### config.mk
export PLATFORM = sky130hd
export DESIGN_NAME = mux_scan_n
export DESIGN_NICKNAME = d
export VERILOG_FILES = /design/src/rtl/mux_scan_pkg.sv /design/src/rtl/mux_scan_next.sv /design/src/rtl/mux_scan_n.sv
export SDC_FILE = /design/constraint.sdc
export NUM_CORES = 1
export LEC_CHECK = 0
export ABC_AREA = 1
export CAP_MARGIN = 20
export CORE_MARGIN = 3
export CORE_UTILIZATION = 35
export CTS_CLUSTER_DIAMETER = 200
export DETAILED_ROUTE_END_ITERATION = 6
export GPL_TIMING_DRIVEN = 1
export SETUP_SLACK_MARGIN = 0.1
export SYNTH_ARGS = -nofsm -noshare
export SYNTH_HDL_FRONTEND = slang
export SYNTH_SLANG_ARGS = --single-unit
### constraint.sdc
create_clock -name clk -period 1.4 [get_ports clk]
set_input_delay 0.28 -clock clk [delete_from_list [all_inputs] [get_ports clk]]
set_output_delay 0.28 -clock clk [all_outputs]
set_load 0.02 [all_outputs]
### src/rtl/mux_scan_pkg.sv
// Shared types and constants for the scanning N:1 multiplexer.
package mux_scan_pkg;

    typedef enum logic [1:0] {
        MANUAL = 2'd0,
        SCAN   = 2'd1,
        HOLD   = 2'd2
    } state_t;

    localparam logic MODE_MANUAL = 1'b0;
    localparam logic MODE_SCAN   = 1'b1;

    // Number of bits needed to index n channels, never less than 1.
    function automatic int sel_width(input int n);
        int w;
        w = 1;
        while ((1 << w) < n) begin
            w = w + 1;
        end
        return w;
    endfunction

endpackage

### src/rtl/mux_scan_next.sv
// Finds the next enabled channel above the current one, wrapping to the
// lowest enabled channel when none remains above.
module mux_scan_next
    import mux_scan_pkg::*;
#(
    parameter int N     = 4,
    parameter int SEL_W = 2
) (
    input  logic [N-1:0]     en_mask,
    input  logic [SEL_W-1:0] cur,
    output logic [SEL_W-1:0] next_idx,
    output logic             wrapped,
    output logic [SEL_W-1:0] lowest
);

    logic [SEL_W-1:0] above;
    logic             above_found;

    // Descending priority scan: the last hit is the smallest qualifying index.
    always_comb begin
        lowest      = '0;
        above       = '0;
        above_found = 1'b0;
        for (int k = N - 1; k >= 0; k--) begin
            if (en_mask[k]) begin
                lowest = SEL_W'(k);
                if (SEL_W'(k) > cur) begin
                    above       = SEL_W'(k);
                    above_found = 1'b1;
                end
            end
        end
        next_idx = above_found ? above : lowest;
        wrapped  = ~above_found;
    end

endmodule

### src/rtl/mux_scan_n.sv
// Registered N:1 multiplexer with manual select and an automatic scan
// sequencer that dwells a fixed number of cycles on each enabled channel.
module mux_scan_n
    import mux_scan_pkg::*;
#(
    parameter int WIDTH = 1,
    parameter int N     = 4,
    parameter int SEL_W = 2,
    parameter int DWELL = 4
) (
    input  logic                 clk,
    input  logic                 rst,
    input  logic [N*WIDTH-1:0]   i,
    input  logic [SEL_W-1:0]     s,
    input  logic                 mode,
    input  logic [N-1:0]         en_mask,
    output logic [WIDTH-1:0]     o,
    output logic [SEL_W-1:0]     sel_o,
    output logic                 o_valid,
    output logic                 wrap
);

    localparam int DW_W = (DWELL > 1) ? $clog2(DWELL) : 1;
    localparam logic [DW_W-1:0] DWELL_LAST = DW_W'(DWELL - 1);

    if (SEL_W < sel_width(N)) begin : g_sel_w_check
        $error("mux_scan_n: SEL_W too narrow for N channels");
    end

    state_t            state_q, state_d;
    logic [DW_W-1:0]   dwell_q, dwell_d;
    logic [SEL_W-1:0]  sel_d;
    logic [WIDTH-1:0]  o_d;
    logic              valid_d;
    logic              wrap_d;
    logic              s_enabled;
    logic              cur_enabled;
    logic [SEL_W-1:0]  scan_next;
    logic [SEL_W-1:0]  scan_lowest;
    logic              scan_wrap;

    mux_scan_next #(
        .N     (N),
        .SEL_W (SEL_W)
    ) u_next (
        .en_mask  (en_mask),
        .cur      (sel_o),
        .next_idx (scan_next),
        .wrapped  (scan_wrap),
        .lowest   (scan_lowest)
    );

    // Next state and next output values; out-of-range indices read as disabled.
    always_comb begin
        state_d     = state_q;
        sel_d       = sel_o;
        dwell_d     = '0;
        wrap_d      = 1'b0;
        valid_d     = 1'b0;
        o_d         = '0;
        s_enabled   = 1'b0;
        cur_enabled = 1'b0;

        for (int k = 0; k < N; k++) begin
            if (s == SEL_W'(k)) begin
                s_enabled = en_mask[k];
            end
            if (sel_o == SEL_W'(k)) begin
                cur_enabled = en_mask[k];
            end
        end

        if (mode == MODE_MANUAL) begin
            state_d = MANUAL;
        end else if (en_mask == '0) begin
            state_d = HOLD;
        end else begin
            state_d = SCAN;
        end

        case (state_d)
            MANUAL: begin
                sel_d   = s;
                valid_d = s_enabled;
            end
            SCAN: begin
                valid_d = 1'b1;
                if (state_q != SCAN) begin
                    sel_d = scan_lowest;
                end else if (!cur_enabled || dwell_q == DWELL_LAST) begin
                    sel_d  = scan_next;
                    wrap_d = scan_wrap;
                end else begin
                    dwell_d = dwell_q + DW_W'(1);
                end
            end
            default: begin
            end
        endcase

        for (int k = 0; k < N; k++) begin
            if (valid_d && sel_d == SEL_W'(k)) begin
                o_d = i[k*WIDTH +: WIDTH];
            end
        end
    end

    // State and all outputs are registered; reset clears everything.
    always_ff @(posedge clk or posedge rst) begin
        if (rst) begin
            state_q <= MANUAL;
            dwell_q <= '0;
            sel_o   <= '0;
            o       <= '0;
            o_valid <= 1'b0;
            wrap    <= 1'b0;
        end else begin
            state_q <= state_d;
            dwell_q <= dwell_d;
            sel_o   <= sel_d;
            o       <= o_d;
            o_valid <= valid_d;
            wrap    <= wrap_d;
        end
    end

endmodule

==> out/qor.yml <==
outcome:
  status: "complete, but fails checks"
  violations: "negative setup slack"
clocking:
  clk_pin_slew_ns: 0.06
  cts_buffers: 3
  cts.sinks: 9
  cts_tree: "yes"
  cts_buffer_depth: 2
  clock_latency_ns: 0.25
  holdBufCountCts: 0
  cts-root-buf: "clkbuf_4"
  htree_levels: 1
cells_and_area:
  mostFrequentLayoutCell: "nand2_1"
  most-common-layout-cells: "20 x nand2_1, 16 x buf_4, 8 x inv_1, 8 x dlygate4sd2_1, 8 x clkdlybuf4s50_1"
  antenna-diode-count: 0
  final_cell_area_um2: 1010
  fin_util: 0.647
  drive_gt1_frac: 0.400
  area.growth.synth_to_final_pct: 66.9
  nets: 135
pwr:
  p_per_area_nw_per_um2: 813
  leakagePower_nw: 0.519
  peakVddDrop_uv: 368
  power.total_mw: 0.820
setup_path:
  endpoint_kind: "flop"
  crit_arrival_ns: 1.67
  required_ns: 1.55
  path_class: "flop to flop"
  crit_path_start_kind: "flop"
  path_max_fanout: 7
logic_synthesis:
  syn-cell-area_um2: 604
  ys_types: 21
  synth_nets: 96
  yosysSeqAreaShare: 0.373
  syn_avg_cell_area_um2: 7.37
  ys.flop_type: "dfrtp_1"
  synth-seq-cells: 9
  async_flop_share: 1.00
  syn-instance-count: 82
  ys.warnings.count: 0
  synth_edf_count: 0
floorplanning:
  coreArea_um2: 1560
  io-pin-count: 18
  fp.dieH_um: 47.6
  initial_utilization: 0.388
  die_w_um: 47.6
  row_count: 14
  fp.dieArea_um2: 2260
placed_design:
  hpwlAfterDp_um: 1110
  place.gp.congestion: 0.763
  placed_area_um2: 895
  port_buffers: 17
  dp_slack_ns: -0.444
global_route:
  antenna_found_initial: 0
  grt_max_degree: 10
  grt_pass1_vias: 524
  grt_usage: 0.130
  grt_pass1_wl_um: 2130
  overflow: 0
route:
  vias_per_cell: 4.95
  via_count: 673
  drtIter0Drc: 8
  wl_um: 1540
  wl_per_cell_um: 11.3
  drc_errors: 0
  drtAntennaViolNets: 0
  dr.pass1.iters: 4
timing:
  max_freq_mhz: 654
  clock_skew_ns: 0.00373
  min_period_over_period: 1.09
  tightest_slew_ns: 0.380
  setup_violations: 3
  holdWs_ns: 0.284
  relSlewSlack: 0.747
  maxSlewViolCount: 0
  grt_setup_unrepaired: "yes"
  setup_ws_ns: -0.128
  hold_violations: 0
  period_needed_ns: 1.53
job:
  max_cap_violations: 0
min_path:
  hold_class: "input pin to async pin"
[power by group]
part | internal [mW] | switching [mW] | leakage (nW) | total [mW]
Sequential | 0.282 | 0.0214 | 0.113 | 0.303
Combinational | 0.160 | 0.171 | 0.391 | 0.331
Clock | 0.109 | 0.0770 | 0.0150 | 0.186
[kinds of logic (layout without fill, tap and decap cells)]
kind of cell,Yosys count,in the layout,share of synthesized area
AO/OA/AOI/OAI,8,8,0.0828
adder cells (fa/ha/maj),1,1,0.0207
buffers and inverters,11,49,0.0683
flip-flops,9,9,0.373
AND/OR/NAND/NOR,53,53,0.455
[layout make-up]
type                    count  area (µm²)
repair buffers             34         293
well taps                  16        20.0
clock buffers               4        26.3
flip-flops and latches      9         228
fillers                   159         551
inverters                  11        41.3
multi-input cells          62         400
[Yosys cell counts (2+ instances only)]
library cell / count / area (µm²)
nand2_1: 25 / 93.8
dfrtp_1: 9 / 225
nor2_1: 9 / 33.8
inv_1: 8 / 30.0
nand2_2: 5 / 31.3
nand3_1: 5 / 25.0
nand3_2: 3 / 30.0
o21ai_0: 3 / 15.0
inv_2: 2 / 7.51
nor3_1: 2 / 10.0
[layer usage]
layer	global-route usage	wire (µm)	part of all wire	up-vias
li1	-	-	-	341
met1	0.176	653	0.42	316
met2	0.214	823	0.54	14
met3	0.0338	48	0.031	2
met4	0.0161	12	0.0078	0
met5	0	0	0	-
[critical path: stages (launching register included)]
cell and delay [ns]:
dfrtp_2 0.46, inv_2 0.10, nand2_1 0.05, nand2_1 0.08, nand2_2 0.07, nand3_4 0.08
nand2_4 0.06, nand2_4 0.07, nand2_1 0.05, nand2_1 0.07, nand3_2 0.08, buf_4 0.14
buf_6 0.10
[stage by stage]
step                      TNS, ns  cells
after floorplan                 0     82
after CTS                  -0.118    133
after detailed placement    -2.42    128
after global routing       -0.568    136
final                      -0.256    136
after global placement      -2.05    128
[flip-flops by register name, summed over array words and instances, names as in the netlist]
register	cells
o_valid	1
state_q	2
sel_o	2
o	1
dwell_q	2
wrap	1
[path summary, 6_finish.rpt]
check,from,to,slack (ns),depth (start not counted)
min in group clk,dwell_q[0],dwell_q[0],0.43,1
hold reg to reg,dwell_q[0],dwell_q[0],0.43,1
max in group asynchronous,rst,sel_o[0],0.86,2
setup / recovery,sel_o[0],sel_o[1],-0.13,12
setup reg to reg,sel_o[0],sel_o[1],-0.13,12
hold / removal,rst,o_valid,0.28,2
[repair_timing]
action / CTS / global route
resized for setup: 18 / 14
buffers inserted: 1 / 3
pin swaps: 5 / 6
setup endpoints to repair: 12 / 8
Note: power is estimated with default switching activity, not from simulation.
